`src/rtl/prbs7_bert_ctrl_if.sv`:
```
// Control and data bundle between a link receiver and the PRBS7 BERT controller.
// The master side drives the test requests and the received bit stream. The
// slave side (the controller) returns its status and error count.
interface prbs7_bert_ctrl_if #(
    parameter int CNT_W = 16
);
    logic             start;
    logic             abort;
    logic             din;
    logic             din_vld;
    logic             busy;
    logic             locked;
    logic             done;
    logic             lock_fail;
    logic [CNT_W-1:0] err_cnt;

    modport master (
        output start, abort, din, din_vld,
        input  busy, locked, done, lock_fail, err_cnt
    );

    modport slave (
        input  start, abort, din, din_vld,
        output busy, locked, done, lock_fail, err_cnt
    );
endinterface

```
`src/rtl/prbs7_bert_ctrl.sv`:
```
// PRBS7 (x^7+x^6+1) bit-error-rate test controller.
// The controller first seeds a local reference from the received stream and
// waits for LOCK_LEN consecutive predicted bits. It then lets the reference
// free-run and counts mismatches over a WIN_LEN-bit window.
// All status outputs are flops loaded from next-state values, so no input
// reaches an output combinationally.
module prbs7_bert_ctrl #(
    parameter int LOCK_LEN = 16,
    parameter int ACQ_TO   = 256,
    parameter int WIN_LEN  = 1024,
    parameter int CNT_W    = 16
) (
    input  logic             clk,
    input  logic             rstn,
    prbs7_bert_ctrl_if.slave bus
);

    localparam int MW = $clog2(LOCK_LEN + 1);
    localparam int AW = $clog2(ACQ_TO + 1);
    localparam int BW = $clog2(WIN_LEN + 1);

    // Counters hold "bits accepted so far". The terminal value is one below
    // the limit, because the edge that accepts the last bit makes the transition.
    localparam logic [MW-1:0]    LOCK_LAST = MW'(LOCK_LEN - 1);
    localparam logic [AW-1:0]    ACQ_LAST  = AW'(ACQ_TO - 1);
    localparam logic [BW-1:0]    WIN_LAST  = BW'(WIN_LEN - 1);
    localparam logic [MW-1:0]    M_ONE     = MW'(1);
    localparam logic [AW-1:0]    A_ONE     = AW'(1);
    localparam logic [BW-1:0]    B_ONE     = BW'(1);
    localparam logic [CNT_W-1:0] E_ONE     = CNT_W'(1);
    localparam logic [CNT_W-1:0] E_MAX     = {CNT_W{1'b1}};

    typedef enum logic [2:0] {
        IDLE,
        SEED,
        ACQ,
        MEAS,
        DONE
    } state_t;

    state_t           state_q, state_d;
    logic [6:0]       sr_q, sr_d;
    logic [2:0]       seed_q, seed_d;
    logic [MW-1:0]    match_q, match_d;
    logic [AW-1:0]    acq_q, acq_d;
    logic [BW-1:0]    bit_q, bit_d;
    logic [CNT_W-1:0] err_q, err_d;
    logic             fail_q, fail_d;
    logic             busy_q, busy_d;
    logic             locked_q, locked_d;
    logic             done_q, done_d;
    logic             pred;

    assign pred = sr_q[6] ^ sr_q[5];

    // Next-state, reference, counter and status computation.
    always_comb begin
        // NOTE: every value assigned here gets a default first, so no latch is inferred.
        state_d = state_q;
        sr_d    = sr_q;
        seed_d  = seed_q;
        match_d = match_q;
        acq_d   = acq_q;
        bit_d   = bit_q;
        err_d   = err_q;
        fail_d  = fail_q;

        if (bus.abort) begin
            // Abort wins over everything. The error count is kept for inspection.
            state_d = IDLE;
            fail_d  = 1'b0;
        end else begin
            unique case (state_q)
                IDLE, DONE: begin
                    if (bus.start) begin
                        state_d = SEED;
                        sr_d    = '0;
                        seed_d  = '0;
                        match_d = '0;
                        acq_d   = '0;
                        bit_d   = '0;
                        err_d   = '0;
                        fail_d  = 1'b0;
                    end
                end
                SEED: begin
                    if (bus.din_vld) begin
                        sr_d   = {sr_q[5:0], bus.din};
                        seed_d = seed_q + 3'd1;
                        if (seed_q == 3'd6) state_d = ACQ;
                    end
                end
                ACQ: begin
                    if (bus.din_vld) begin
                        // Self-synchronising: the received bit feeds the reference.
                        sr_d  = {sr_q[5:0], bus.din};
                        acq_d = acq_q + A_ONE;
                        if (bus.din == pred && sr_q != 7'd0) begin
                            match_d = match_q + M_ONE;
                            if (match_q == LOCK_LAST) state_d = MEAS;
                        end else begin
                            match_d = '0;
                        end
                        // A lock on the same edge takes precedence over the timeout.
                        if (state_d != MEAS && acq_q == ACQ_LAST) begin
                            state_d = DONE;
                            fail_d  = 1'b1;
                        end
                    end
                end
                MEAS: begin
                    if (bus.din_vld) begin
                        // Free-run on the prediction, so a received error does not
                        // corrupt later predictions.
                        sr_d  = {sr_q[5:0], pred};
                        bit_d = bit_q + B_ONE;
                        if (bus.din != pred && err_q != E_MAX) err_d = err_q + E_ONE;
                        if (bit_q == WIN_LAST) state_d = DONE;
                    end
                end
                default: state_d = IDLE;
            endcase
        end

        busy_d   = (state_d == SEED) || (state_d == ACQ) || (state_d == MEAS);
        done_d   = (state_d == DONE);
        locked_d = (state_d == MEAS) || ((state_d == DONE) && !fail_d);
    end

    // State, reference and counter registers, plus the registered status flags.
    always_ff @(posedge clk or negedge rstn) begin
        if (!rstn) begin
            state_q  <= IDLE;
            sr_q     <= '0;
            seed_q   <= '0;
            match_q  <= '0;
            acq_q    <= '0;
            bit_q    <= '0;
            err_q    <= '0;
            fail_q   <= 1'b0;
            busy_q   <= 1'b0;
            locked_q <= 1'b0;
            done_q   <= 1'b0;
        end else begin
            // NOTE: non-blocking assignments, so every flop samples the pre-edge values.
            state_q  <= state_d;
            sr_q     <= sr_d;
            seed_q   <= seed_d;
            match_q  <= match_d;
            acq_q    <= acq_d;
            bit_q    <= bit_d;
            err_q    <= err_d;
            fail_q   <= fail_d;
            busy_q   <= busy_d;
            locked_q <= locked_d;
            done_q   <= done_d;
        end
    end

    assign bus.busy      = busy_q;
    assign bus.locked    = locked_q;
    assign bus.done      = done_q;
    assign bus.lock_fail = fail_q;
    assign bus.err_cnt   = err_q;

endmodule

```
`src/flat_wrapper.sv`:
```
// flat-port wrapper written by rule: the top's interface ports become plain ports
module prbs7_bert_ctrl_flat 
#(
    parameter int LOCK_LEN = 16,
    parameter int ACQ_TO   = 256,
    parameter int WIN_LEN  = 1024,
    parameter int CNT_W    = 16
)
  (clk, rstn, bus_start, bus_abort, bus_din, bus_din_vld, bus_busy, bus_locked, bus_done, bus_lock_fail, bus_err_cnt);
  prbs7_bert_ctrl_if #(.CNT_W(CNT_W)) bus_i ();
  input  logic clk;
  input  logic rstn;
  input wire logic [$bits(bus_i.start)-1:0] bus_start;
  input wire logic [$bits(bus_i.abort)-1:0] bus_abort;
  input wire logic [$bits(bus_i.din)-1:0] bus_din;
  input wire logic [$bits(bus_i.din_vld)-1:0] bus_din_vld;
  output wire logic [$bits(bus_i.busy)-1:0] bus_busy;
  output wire logic [$bits(bus_i.locked)-1:0] bus_locked;
  output wire logic [$bits(bus_i.done)-1:0] bus_done;
  output wire logic [$bits(bus_i.lock_fail)-1:0] bus_lock_fail;
  output wire logic [$bits(bus_i.err_cnt)-1:0] bus_err_cnt;
  assign bus_i.start = bus_start;
  assign bus_i.abort = bus_abort;
  assign bus_i.din = bus_din;
  assign bus_i.din_vld = bus_din_vld;
  assign bus_busy = bus_i.busy;
  assign bus_locked = bus_i.locked;
  assign bus_done = bus_i.done;
  assign bus_lock_fail = bus_i.lock_fail;
  assign bus_err_cnt = bus_i.err_cnt;
  prbs7_bert_ctrl #(.LOCK_LEN(LOCK_LEN), .ACQ_TO(ACQ_TO), .WIN_LEN(WIN_LEN), .CNT_W(CNT_W)) u_core (.clk(clk), .rstn(rstn), .bus(bus_i));
endmodule
```
`config.mk`:
```
export PLATFORM = sky130hd
export DESIGN_NAME = prbs7_bert_ctrl_flat
export DESIGN_NICKNAME = d
export VERILOG_FILES = /design/src/rtl/prbs7_bert_ctrl_if.sv /design/src/rtl/prbs7_bert_ctrl.sv /design/src/flat_wrapper.sv
export SDC_FILE = /design/constraint.sdc
export NUM_CORES = 1
export LEC_CHECK = 0
export CORE_MARGIN = 4
export CORE_UTILIZATION = 33
export DETAILED_ROUTE_END_ITERATION = 8
export GPL_TIMING_DRIVEN = 1
export MAX_ROUTING_LAYER = met4
export SYNTH_ARGS = -nofsm -noshare
export SYNTH_HDL_FRONTEND = slang
export SYNTH_SLANG_ARGS = --single-unit
```
`constraint.sdc`:
```
create_clock -name clk -period 2 [get_ports clk]
set_input_delay 0.2 -clock clk [delete_from_list [all_inputs] [get_ports clk]]
set_output_delay 0.2 -clock clk [all_outputs]
set_load 0.05 [all_outputs]
```
== Yosys cells after proc, flatten, opt, wreduce, memory -nomap -nowiden ==
Cells that the tools add are included.
Cells by class
  $add $sub $neg: 5
  equality and inequality tests: 22
  muxes and demuxes: 40
  bitwise gates (word level): 2
  reduce and logical (&&, ||, !) cells: 21
Operator list (number)
  2-to-1 mux 16 bit: 3
  2-to-1 mux 3 bit: 15
  case mux 16 bit (2 select lines): 1
  2-to-1 mux 11 bit: 2
  case mux 11 bit (2 select lines): 1
  2-to-1 mux 7 bit: 3
  case mux 7 bit (3 select lines): 1
  2-to-1 mux 9 bit: 2
  case mux 9 bit (2 select lines): 1
  adder 16 x 1 -> 16 bit (second input constant): 1
  inequality test 16 bit (second input constant): 1
  2-to-1 mux 5 bit: 3
  == test 3 x 2 -> 1 bit (second input constant): 4
  case mux 3 bit (4 select lines): 1
  AND reduction 4 bit: 3
  adder 11 x 1 -> 11 bit (second input constant): 1
  == test 11 x 10 -> 1 bit (second input constant): 1
  case mux 5 bit (2 select lines): 1
  AND reduction 5 bit: 2
  adder 9 x 1 -> 9 bit (second input constant): 1
  == test 3 bit (second input constant): 3
  == test 9 x 8 -> 1 bit (second input constant): 1
  inequality test 2 bit (second input constant): 4
  nonzero test 7 bit: 1
  20 further kinds: 33
Storage, ports and cells
  register bits after elaboration: 58
  word-level logic and storage cells: 101

== Logic depth before layout (Yosys ltp) ==
  depth after elaboration: 16
  gate-level depth with buffers: 10
  mapped depth without buffers: 10

== Worst setup path after synthesis ==
Ideal clock, no wire load.
  path type: reg-to-reg
  start: register u_core.err_q[0] (netlist: u_core.bus.err_cnt[0])
  end: register u_core.err_q[12] (netlist: u_core.bus.err_cnt[12])
  arrival time: 2.133 ns
  data required time: 1.933 ns
  path slack: -0.200 ns
  cell stages (with the launch flop): 7
  path buffers: 0
  period minus slack after synthesis: 2.200 ns
  cells stage by stage: dfrtp_1 ha_1 and3_1 nand4_2 or2_2 or4_1 nand2_1
Between the ends
  longest elaborated chain between the ends: 4
RTL lines
  start: declaration: line prbs7_bert_ctrl.sv:47  | logic [CNT_W-1:0] err_q, err_d;
  start signal: assignment: line prbs7_bert_ctrl.sv:152  | err_q <= err_d;
  adder 16 x 1 -> 16 bit / inequality test 16 bit (equally long branches): line prbs7_bert_ctrl.sv:117  | if (bus.din != pred && err_q != E_MAX) err_d = err_q + E_ONE;
  2-to-1 mux 16 bit / logical AND 1 bit (equally long branches): line prbs7_bert_ctrl.sv:117
  2-to-1 mux 16 bit / inequality test 2 x 1 -> 1 bit (equally long branches)
  case mux 16 bit (2 select lines) / AND reduction 5 bit (equally long branches)
Several ways; a longest one is shown, not always the timed one. The select of a mux whose other input is x is not followed.
A chain may end at the register's enable or synchronous reset.

== Worst setup path after layout ==
  start: register u_core.state_q[0]
  end: register u_core.err_q[7] (netlist: u_core.bus.err_cnt[7])
Between the ends
  longest elaborated chain between the ends: 4
RTL lines
  start: declaration: line prbs7_bert_ctrl.sv:41  | state_t state_q, state_d;
  start signal: assignment: line prbs7_bert_ctrl.sv:146  | state_q <= state_d;
  == test 3 bit / zero test 3 bit (equally long branches): line prbs7_bert_ctrl.sv:73  | unique case (state_q)
  OR reduction 2 bit: line prbs7_bert_ctrl.sv:73
  inequality test 2 bit (no line) / nonzero test 2 bit (equally long branches)
  AND reduction 5 bit (no line)
Several ways; a longest one is shown, not always the timed one.

==> results <==
- Excluding fillers, the count of instances in the completed layout stands at 547.
- The kind of path behind the tightest hold check is primary input to asynchronous set/reset pin.
- The setup check on the worst reg-to-reg path leaves a slack of -0.005 ns.
- The routed length per placed instance is 13.1 um.
- The sequential share of the synthesized area is 0.464.
- The detailed router finished its first iteration with 107 violations.
- The number of vias in the routed layout is 2698.
- The remaining design rule violation count is 0.
- The initial antenna violation count is 0.
- The antenna violation net count after detailed routing is 0.
- The worst ir drop on vdd is 0.000334 V.
- The combined area of all synthesized cells is 3130 sq um.
- The count of placed standard cells including taps is 524.
- The cell sitting at the root of the clock tree is a sky130_fd_sc_hd__clkbuf_8.
- The endpoint of the lowest-slack register-to-register path is u_core.bus.err_cnt[7]$_DFFE_PN0P_.
- In this run the horizontal extent of the chip is 105 um.
- The switching part of the total power is 0.235.
- The number of enable flip-flop cells after synthesis is 0.
- Before antenna repair, the detailed router went through 4 iterations.
- The CTS buffer count is 9.
- Fill cells in the final layout number 892.
- sky130_fd_sc_hd__dfrtp_1 takes more of the synthesized area than any other cell.
- STA puts the critical path data required time at 2.27 ns.
- In this run the power spent charging and discharging nets is 614 uW.
- The launch point of the worst reg-to-reg path is u_core.state_q[0]$_DFF_PN0_.
- Synthesis inferred 58 register bits.
- The aggregate routed wire length is 7180 um.
- The register share of total power is 0.458.
- The minimum period implied by the final worst setup slack is 2.01 ns.
- The measured slew at the worst slew-check pin is 0.557 ns.
- The synthesized area per cell is 9.22 sq um.
- The clock reaches the later pin of the worst-skew pair after 0.34 ns.
- On the final layout, the worst clock skew is 0.00731 ns.
- In the final layout, the share of cells above drive strength 1 is 0.258.
- The run finished, with violations left.
- The number of nets handed over by synthesis was 353.
- The critical path data arrival time is 2.27 ns.
- For this configuration, the core starts out at a cell density of 0.338.
- Detailed placement finished with a half-perimeter wire length of 5090 um.
- The type of the worst setup path is flip-flop to flip-flop.
- After synthesis, the cell types taking the most area are sky130_fd_sc_hd__dfrtp_1 (46%), sky130_fd_sc_hd__nand2_1 (6.0%), sky130_fd_sc_hd__o21ai_0 (3.8%).
- The area of the placeable core is 9240 sq um.
- The critical path startpoint category is a flip-flop.
- In the final design database the tool counted 427 nets.
- The via count of the first global-routing pass came to 2659.
- Setup violations remaining at the end of the flow were counted as 1.
- The design internal power is 2000 uW.
- In this run the number of H-tree levels came out at 3.
- The TritonCTS clock tree is yes.
- For this run, the top clock speed supported by timing is 499 MHz.
- In this run the count of I/O pins placed on the die edge is 26.
- Of the total power, the clock network draws 0.461.
- Synthesis instantiated 50 different standard cells from the library.
- Among all flip-flop cells after synthesis, the most frequent one is sky130_fd_sc_hd__dfrtp_1.
- The power per standard cell area is 616 nW/um^2.
- Clock tree synthesis found a total of 58 sinks.
- The synthesis-to-finish area growth is 35.7%.
- The height of the die is 105 um.
- During placement, the flow inserted port buffers numbering 25.
- For met2 alone, demand over resource in global routing was 0.218.
- The largest net degree at the start of global routing is 37.
- The max-cap violation count is 0.
- The cell count after synthesis came out at 339.
- The wire length of the first global-routing pass is 12400 um.
- The max-slew violation count came to 0.
- The post-CTS clock slew at the launch and capture registers of the worst setup and hold paths is 0.07 ns.
- Measured in cells, the most critical reg-to-reg path has a length of 7.
- The leakage power figure is 0.00181 uW.
- The overall global routing resource usage is 0.140.
- The worst relative slew slack is 0.629.
- The proportion of synthesized flip-flops having asynchronous set or reset is 1.00.
- In this run the worst path has a maximum fanout of 6.
- STA classifies the critical path endpoint as a flip-flop.
- The met1 track utilization from global routing is 0.176.
- During synthesis, Yosys emitted a total of 0 warnings.
- The checks that failed: negative setup slack.
- The overall die area is 11100 sq um.
- In this run the core area contains 35 standard-cell rows.
- The total negative setup slack is -0.00509 ns.
- The busiest layer in global routing is met2.
- Setup repair after global routing could not meet its margin everywhere.
- Of the available clock period, the critical path in the final layout requires 1.00.
- After detailed routing, the number of vias per cell comes to 4.93.
- The share of Yosys cell area claimed by the top area cell type is 0.464.
- For met3 alone, demand over resource in global routing was 0.0355.
- The final worst slack is -0.00509 ns.
- The share of total power dissipated in combinational logic is 0.081.
- The maximum buffer depth of the clock tree is 2.
- The number of antenna diodes in the final layout is 0.
- At the end of routability-driven placement, the weighted congestion stood at 0.786.
- The final number of hold-violating endpoints came to 0.
- The total grt overflow is 0.
-- per-stage QoR --
stage	worst slack, ns	power [uW]	util	cell area, sq um	hold slack (ns)
CTS	-0.0315	2640	0.445	4120	0.396
global route	-0.105	2730	0.459	4240	0.432
global placement	-0.335	1410	0.417	3850	0.214
detailed placement	-0.374	1410	0.417	3850	0.221
finish	-0.00509	2610	0.459	4240	0.384
floorplan	0.00342	1310	-	3160	-0.0956
-- routing by layer --
layer | routed length, um | vias up
li1 | - | 1355
met1 | 3440 | 1297
met2 | 3430 | 36
met3 | 229 | 10
met4 | 84 | 0
met5 | 0 | -
-- state kept, by name, summed over array words and instances (netlist names) --
register	count
u_core.state_q	3
u_core.bus.lock_fail	1
u_core.acq_q	9
u_core.bus.err_cnt	16
u_core.bus.busy	1
u_core.sr_q	7
u_core.match_q	5
u_core.bus.done	1
u_core.bit_q	11
u_core.seed_q	3
u_core.bus.locked	1
-- worst max path at each step --
stage	startpoint	endpoint	slack, ns
after floorplan	u_core.bus.err_cnt[3]$_DFFE_PN0P_	u_core.bus.err_cnt[12]$_DFFE_PN0P_	0.003
after detailed placement	bus_start	u_core.bus.err_cnt[14]$_DFFE_PN0P_	-0.37
after CTS	u_core.state_q[0]$_DFF_PN0_	u_core.bus.err_cnt[5]$_DFFE_PN0P_	-0.03
after global routing	u_core.sr_q[5]$_DFFE_PN0P_	u_core.bus.locked$_DFF_PN0_	-0.10
final	u_core.state_q[0]$_DFF_PN0_	u_core.bus.err_cnt[7]$_DFFE_PN0P_	-0.005
after global placement	bus_start	u_core.bus.err_cnt[6]$_DFFE_PN0P_	-0.34
-- worst max-delay path: stages (launching register included) --
cell	delay, ns
sky130_fd_sc_hd__dfrtp_1	0.40
sky130_fd_sc_hd__or3b_4	0.44
sky130_fd_sc_hd__buf_4	0.15
sky130_fd_sc_hd__nor2_2	0.13
sky130_fd_sc_hd__o221ai_2	0.18
sky130_fd_sc_hd__buf_4	0.18
sky130_fd_sc_hd__or3_1	0.32
sky130_fd_sc_hd__a21oi_2	0.12
-- Yosys cell counts (3+ instances only) --
cell and n:
sky130_fd_sc_hd__o211ai_1 10, sky130_fd_sc_hd__nand3_1 19, sky130_fd_sc_hd__nand4_1 6, sky130_fd_sc_hd__nand2_1 50, sky130_fd_sc_hd__nor2b_1 5, sky130_fd_sc_hd__or2_2 4
sky130_fd_sc_hd__a21oi_1 11, sky130_fd_sc_hd__and3_1 4, sky130_fd_sc_hd__inv_1 14, sky130_fd_sc_hd__o31ai_1 6, sky130_fd_sc_hd__clkbuf_1 11, sky130_fd_sc_hd__ha_1 8
sky130_fd_sc_hd__or3_1 8, sky130_fd_sc_hd__xor2_1 8, sky130_fd_sc_hd__mux2i_1 3, sky130_fd_sc_hd__or4_1 10, sky130_fd_sc_hd__buf_2 3, sky130_fd_sc_hd__xnor2_1 8
sky130_fd_sc_hd__dfrtp_1 58, sky130_fd_sc_hd__o21ai_0 24, sky130_fd_sc_hd__nand2b_1 3, sky130_fd_sc_hd__nor2_1 28, sky130_fd_sc_hd__and4_1 4, sky130_fd_sc_hd__a22oi_1 3
-- placed cells by master, fill, tap and decap left out, types with 2 or more instances in the layout --
master	Yosys	final
sky130_fd_sc_hd__a22oi_1	3	3
sky130_fd_sc_hd__o211ai_1	10	10
sky130_fd_sc_hd__clkbuf_8	0	10
sky130_fd_sc_hd__or3_1	8	7
sky130_fd_sc_hd__ha_1	8	6
sky130_fd_sc_hd__a21oi_1	11	6
sky130_fd_sc_hd__mux2i_1	3	3
sky130_fd_sc_hd__nand3_1	19	19
sky130_fd_sc_hd__nor3_1	2	2
sky130_fd_sc_hd__nor2_1	28	26
sky130_fd_sc_hd__a21oi_2	0	5
sky130_fd_sc_hd__nor2_2	0	2
sky130_fd_sc_hd__xnor2_1	8	8
sky130_fd_sc_hd__o21ai_0	24	23
sky130_fd_sc_hd__clkdlybuf4s50_1	0	24
sky130_fd_sc_hd__or2_2	4	4
sky130_fd_sc_hd__nand4_1	6	6
sky130_fd_sc_hd__inv_1	14	14
sky130_fd_sc_hd__dfrtp_2	0	8
sky130_fd_sc_hd__nor2b_1	5	5
sky130_fd_sc_hd__buf_4	0	51
sky130_fd_sc_hd__o31ai_1	6	5
sky130_fd_sc_hd__or4_1	10	8
sky130_fd_sc_hd__nand2b_1	3	3
sky130_fd_sc_hd__and4_1	4	4
sky130_fd_sc_hd__and3_1	4	4
sky130_fd_sc_hd__clkinv_2	0	2
sky130_fd_sc_hd__nor4_1	2	2
sky130_fd_sc_hd__xor2_1	8	8
sky130_fd_sc_hd__or4_4	0	2
sky130_fd_sc_hd__nand2_1	50	49
sky130_fd_sc_hd__bufinv_16	0	2
sky130_fd_sc_hd__dfrtp_1	58	50
sky130_fd_sc_hd__buf_6	2	2
-- cell type report --
type / instances / area [sq um] / share of cell area
Multi-Input combinational cell: 250 / 1670 / 0.393
Sequential cell: 58 / 1460 / 0.344
Timing Repair Buffer: 80 / 681 / 0.160
Tap cell: 129 / 161 / 0.0380
Clock buffer: 11 / 141 / 0.0333
Clock inverter: 5 / 77.6 / 0.0183
Inverter: 14 / 52.6 / 0.0124
-- cell families after synthesis --
logic type      Yosys count  share of synthesized area
mux                       3                    0.00961
simple gates            154                      0.251
fa+ha+maj                 8                     0.0320
compound gates           68                      0.147
flops                    58                      0.464
buf+inv                  31                     0.0432
xor+xnor                 17                     0.0524
-- repair_timing --
item                                    4_1_cts  5_1_grt
endpoints found under the setup margin       14       24
setup buffers                                 2        4
hold endpoints to repair                     22        0
pin swaps                                    14       10
hold buffers                                  1        0
resized for setup                             4       21
-- power by group through the flow --
stage	clock (uW)	sequential, uW	combinational [uW]
6_report	1210	1200	211
5_1_grt	1300	1200	233
4_1_cts	1240	1200	204
3_5_place_dp	0	1220	195
3_3_place_gp	0	1220	191
2_1_floorplan	0	1220	90.3
(Power assumes the default switching activity.)
==> RTL edit 1 (same flow settings) <==
`WIN_LEN` is set to 1024 in 2 places; all go to 4096.
--- a/src/rtl/prbs7_bert_ctrl.sv
+++ b/src/rtl/prbs7_bert_ctrl.sv
@@ -8,5 +8,5 @@
     parameter int LOCK_LEN = 16,
     parameter int ACQ_TO   = 256,
-    parameter int WIN_LEN  = 1024,
+    parameter int WIN_LEN  = 4096,
     parameter int CNT_W    = 16
 ) (
--- a/src/flat_wrapper.sv
+++ b/src/flat_wrapper.sv
@@ -4,5 +4,5 @@
     parameter int LOCK_LEN = 16,
     parameter int ACQ_TO   = 256,
-    parameter int WIN_LEN  = 1024,
+    parameter int WIN_LEN  = 4096,
     parameter int CNT_W    = 16
 )
Check against the original RTL: no difference found for any inputs over 10 cycles, from zero or initial values and one cycle with rstn low; that may be too few to reach the edited logic, so the function may still have changed.
==> RTL edit 1 against the original RTL <==
The flow still finishes with violations (negative setup slack); sequential cell count grew 2; synthesized cell count grew 7.1%; largest power group is now sequential cells; wire length grew 13%; synthesized area grew 6.4%; design area grew 4.0%; critical path depth shrank 2; largest cell class unchanged; via count grew 9.0%; worst hold slack lost 0.014 ns; total power shrank 8.4%; worst setup slack lost 0.0084 ns.
==> RTL edit 1: results (changes against the original RTL) <==
Status
  – Status: finished, violations left
  – Failing checks: negative setup slack

Routing
  – Routed len/inst: 14.0 um (+6.7%)
  – Routed vias/inst: 5.10 (+3.4%)
  – DR iter-0 viols: 121 (+13%)
  – DR vias: 2,942 (+9.0%)
  – Met2 WL: 3700 um (+8.1%)
  – WL met1: 4000 um (+16%)

Finish
  – ClkCell Share: 0.0366 (-0.0150)
  – Non-clock buffer share of cell area: 0.162 (+0.00199)
  – Fraction of area in multi-input gates: 0.405 (+0.0117)
  – #MultiIn Comb: 268 (+7.2%)
  – Reg area: 0.00152 mm2 (+3.7%)
  – Multi-input gate area: 0.00179 mm2 (+7.1%)
  – Non-CTS inverters: 18 (+4)
  – Share of post-route cells with drive strength above 1: 0.243 (-0.0151)
  – Nonclk buf count: 82 (+2.5%)

Synthesis
  – Synth top cells by count: dfrtp_1 (60), nor2_1 (38), nand3_1 (28)
  – Register area share after synthesis: 0.451 (-0.0131)
  – Synth Area in Compound Gates: 0.166 (+0.0189)
  – Netlist cell types: 49 (-2.0%)
  – Mux cell area share after synthesis: 0.0128 (+0.00318)
  – Post-Syn Area: 0.00333 mm2 (+6.4%)
  – Post-Synth XOR/XNOR Area: 0.0568 (+0.00435)
  – Synth area leaders: dfrtp_1 (45%), nor2_1 (4.3%), nand3_1 (4.2%)

Critical path
  – Slowest stage cell, crit path: dfrtp_1
  – CP top delay family: compound AO/OA/AOI/OAI gates
  – Worst EP arrival: 2.23 ns (-0.04 ns)
  – Slowest stage delay, CP: 0.40 ns (-0.04 ns)

Global routing
  – Grt met1 use: 0.193 (+0.0177)
  – Vias in the first global route: 2,889 (+8.6%)
  – Met3 Usage GRT: 0.0257 (-0.00985)
  – Total track usage: 0.148 (+0.00807)
  – First-pass GRT wire length: 13,500 um (+8.6%)
  – Met2 Usage GRT: 0.226 (+0.00827)

Power
  – P_leak: 1.90 nW (+5.0%)
  – Sw Pwr: 0.000623 W (+1.4%)
  – Total power: 0.00239 W (-8.4%)
  – Sequential fraction of design power: 0.517 (+0.059)
  – Max IR drop VDD: 0.302 mV (-9.6%)

STA
  – Setup ws final: -0.0135 ns (-0.00842 ns)
  – Setup violators final: 2 (+1)
  – Max-Slew Margin vs Limit: 0.651 (+0.0220)

Placed design
  – Dpl cell area: 0.00417 mm2 (+8.1%)
  – Global placement routability congestion: 0.880 (+12%)
  – Placed cells: 560 (+6.9%)
  – HPWL Detailed: 5810 um (+14%)

Clock tree
  – Setup bufs post-CTS: 0 (-2)
==> RTL edit 1: cell types whose count changed after synthesis, moves of 5 or more <==
cell      change
nand2_1      -23
a21oi_1       +7
or4_1         -9
nor3_1        +6
nand3_1       +9
and3_1        +5
nand4_1       +7
a2111o_1      +7
nor2_1       +10
o211ai_1      -8
==> RTL edit 1: path summary, 6_finish.rpt <==
| path | slack (ns) | start | depth (start not counted) | end |
|---|---|---|---|---|
| max | -0.01 | u_core.state_q[1] | 5 | u_core.bus.err_cnt[14] |
| min | 0.37 | rstn | 2 | u_core.sr_q[6] |
| max reg2reg | -0.01 | u_core.state_q[1] | 5 | u_core.bus.err_cnt[14] |
| min reg2reg | 0.48 | u_core.match_q[4] | 2 | u_core.match_q[4] |
| max in group asynchronous | 0.99 | rstn | 3 | u_core.bus.err_cnt[6] |
| min in group clk | 0.48 | u_core.match_q[4] | 2 | u_core.match_q[4] |
==> RTL edit 2 (same flow settings) <==
Without the edit above. Re-encode `state_t` (5 states) as Gray code, 3 bits wide.
--- a/src/rtl/prbs7_bert_ctrl.sv
+++ b/src/rtl/prbs7_bert_ctrl.sv
@@ -32,9 +32,9 @@
 
     typedef enum logic [2:0] {
-        IDLE,
-        SEED,
-        ACQ,
-        MEAS,
-        DONE
+        IDLE = 3'b000,
+        SEED = 3'b001,
+        ACQ  = 3'b011,
+        MEAS = 3'b010,
+        DONE = 3'b110
     } state_t;
 
Behaviour: same outputs for any inputs over 10 cycles, from zero or initial values and one cycle with rstn low; not proved beyond that.
==> RTL edit 2 against the original RTL <==
The run still ends with negative setup slack left; utilization is 0.41 points higher; total power shrank 3.7%; worst hold slack lost 0.18 ns; non-clock buffer count rose by 5; synthesized area grew 3.6%; wire length grew 6.1%; cell count rose by 2.0%; fmax shrank 1.6%; synthesized cell count increased by 2.4%; worst setup slack lost 0.032 ns; sequential cell count did not move; design area is 2.8% higher; critical path type unchanged; largest cell class unchanged.
==> RTL edit 2: results (changes against the original RTL) <==
Status
  – Status: finished, violations left
  – Failing checks: negative setup slack

Routing
  – Met2 WL: 3670 um (+7.1%)
  – WL met1: 3660 um (+6.3%)
  – DR vias: 2,775 (+2.9%)
  – Routed vias/inst: 4.97 (+0.83%)
  – Routed len/inst: 13.7 um (+4.0%)
  – DR iter-0 viols: 131 (+22%)

Power
  – P_leak: 1.84 nW (+1.5%)
  – Max IR drop VDD: 0.298 mV (-11%)
  – Sw Pwr: 0.000611 W (-0.61%)

Synthesis
  – Netlist cell types: 58 (+16%)
  – Register area share after synthesis: 0.448 (-0.0163)
  – Synth top cells by count: dfrtp_1 (58), nor2_1 (34), nand2_1 (31)
  – Synth area leaders: dfrtp_1 (45%), xnor2_1 (5.7%), nor2_1 (3.9%)
  – Syn_nets: 361 (+2.3%)
  – Synth Area per Inst: 9.34 um2 (+1.3%)

Finish
  – ANT cells: 0 (unchanged)
  – Final net count: 438 (+2.6%)
  – Share of post-route cells with drive strength above 1: 0.263 (+0.00503)

Global routing
  – Vias in the first global route: 2,764 (+3.9%)
  – Total track usage: 0.144 (+0.00446)

STA
  – Clock Skew: 0.0101 ns (+0.00282 ns)
  – Setup ws final: -0.0373 ns (-0.0323 ns)
  – Setup violators final: 1 (unchanged)
  – Max-Slew Margin vs Limit: 0.633 (+0.00441)

Critical path
  – Slowest stage cell, crit path: or4_4
  – Crit path required time: 2.21 ns (-0.06 ns)
  – Slowest stage delay, CP: 0.47 ns (+0.03 ns)

Placed design
  – Post-placement setup slack: -0.244 ns (+0.129 ns)
  – Global placement routability congestion: 0.830 (+5.7%)
  – Placed cells: 534 (+1.9%)
## RTL edit 2: metrics by stage
step / TNS [ns] / instance area, um2
6_report: -0.0373 / 4360
5_1_grt: -0.308 / 4360
3_5_place_dp: -4.04 / 4000
2_1_floorplan: -0.0542 / 3270
3_3_place_gp: -2.60 / 4000
4_1_cts: -0.0418 / 4230
## RTL edit 2: final cells by class
| type | count | area [um2] |
|---|---|---|
| Fill cell | 905 | 5050 |
| Timing Repair Buffer | 85 | 719 |
| Tap cell | 129 | 161 |
| Clock buffer | 13 | 149 |
| Inverter | 11 | 41.3 |
| Multi-Input combinational cell | 259 | 1790 |
| Sequential cell | 58 | 1460 |
| Clock inverter | 3 | 40.0 |
## RTL edit 2: power by group through the flow
stage          Clock, W  Sequential [W]  Combinational [W]
6_report        0.00106         0.00121           0.000245
5_1_grt         0.00115         0.00121           0.000274
4_1_cts         0.00109         0.00121           0.000233
3_5_place_dp          0         0.00123           0.000227
3_3_place_gp          0         0.00123           0.000222
2_1_floorplan         0         0.00123           0.000117
## RTL edit 2: timing repair
item                                    CTS  global route
endpoints found under the hold margin    58             0
gates resized for setup                   6            21
endpoints found under the setup margin   16            13
pin swaps                                 2             8
hold buffers                              1             0
setup buffers                             0             7
## RTL edit 2: cells by family (layout without fill, tap and decap cells)
kind of cell,after synthesis,count (layout),synth area share
simple gates,154,154,0.250
fa+ha+maj,8,8,0.0309
mux,6,6,0.0197
buf+inv,30,112,0.0367
flops,58,58,0.448
compound gates,66,66,0.138
xor+xnor,25,25,0.0765
## RTL edit 2: worst paths after layout
| path | start | endpoint | slack, ns | cells past startpoint |
|---|---|---|---|---|
| worst max-delay path | u_core.sr_q[6] | u_core.bus.busy | -0.04 | 7 |
| worst min-delay path | rstn | u_core.bit_q[4] | 0.20 | 2 |
| worst max register to register | u_core.sr_q[6] | u_core.bus.busy | -0.04 | 7 |
| worst min register to register | u_core.match_q[4] | u_core.match_q[4] | 0.48 | 2 |
| max in group asynchronous | rstn | u_core.state_q[1] | 1.31 | 3 |
| min in group clk | u_core.match_q[4] | u_core.match_q[4] | 0.48 | 2 |
## RTL edit 2: worst max-delay path, delay by kind of cell, from the launching register on
kind / cells / cell delay (ns)
AOI/OAI and AO/OA: 3 / 0.51
DFF: 1 / 0.39
and+or+nand+nor: 2 / 0.74
buffers and inverters: 2 / 0.27
## RTL edit 2: per-layer routing
layer	global-route usage	vias to the layer above
li1	-	1416
met1	0.184	1319
met2	0.230	32
met3	0.0349	8
met4	0.0374	0
met5	-	-
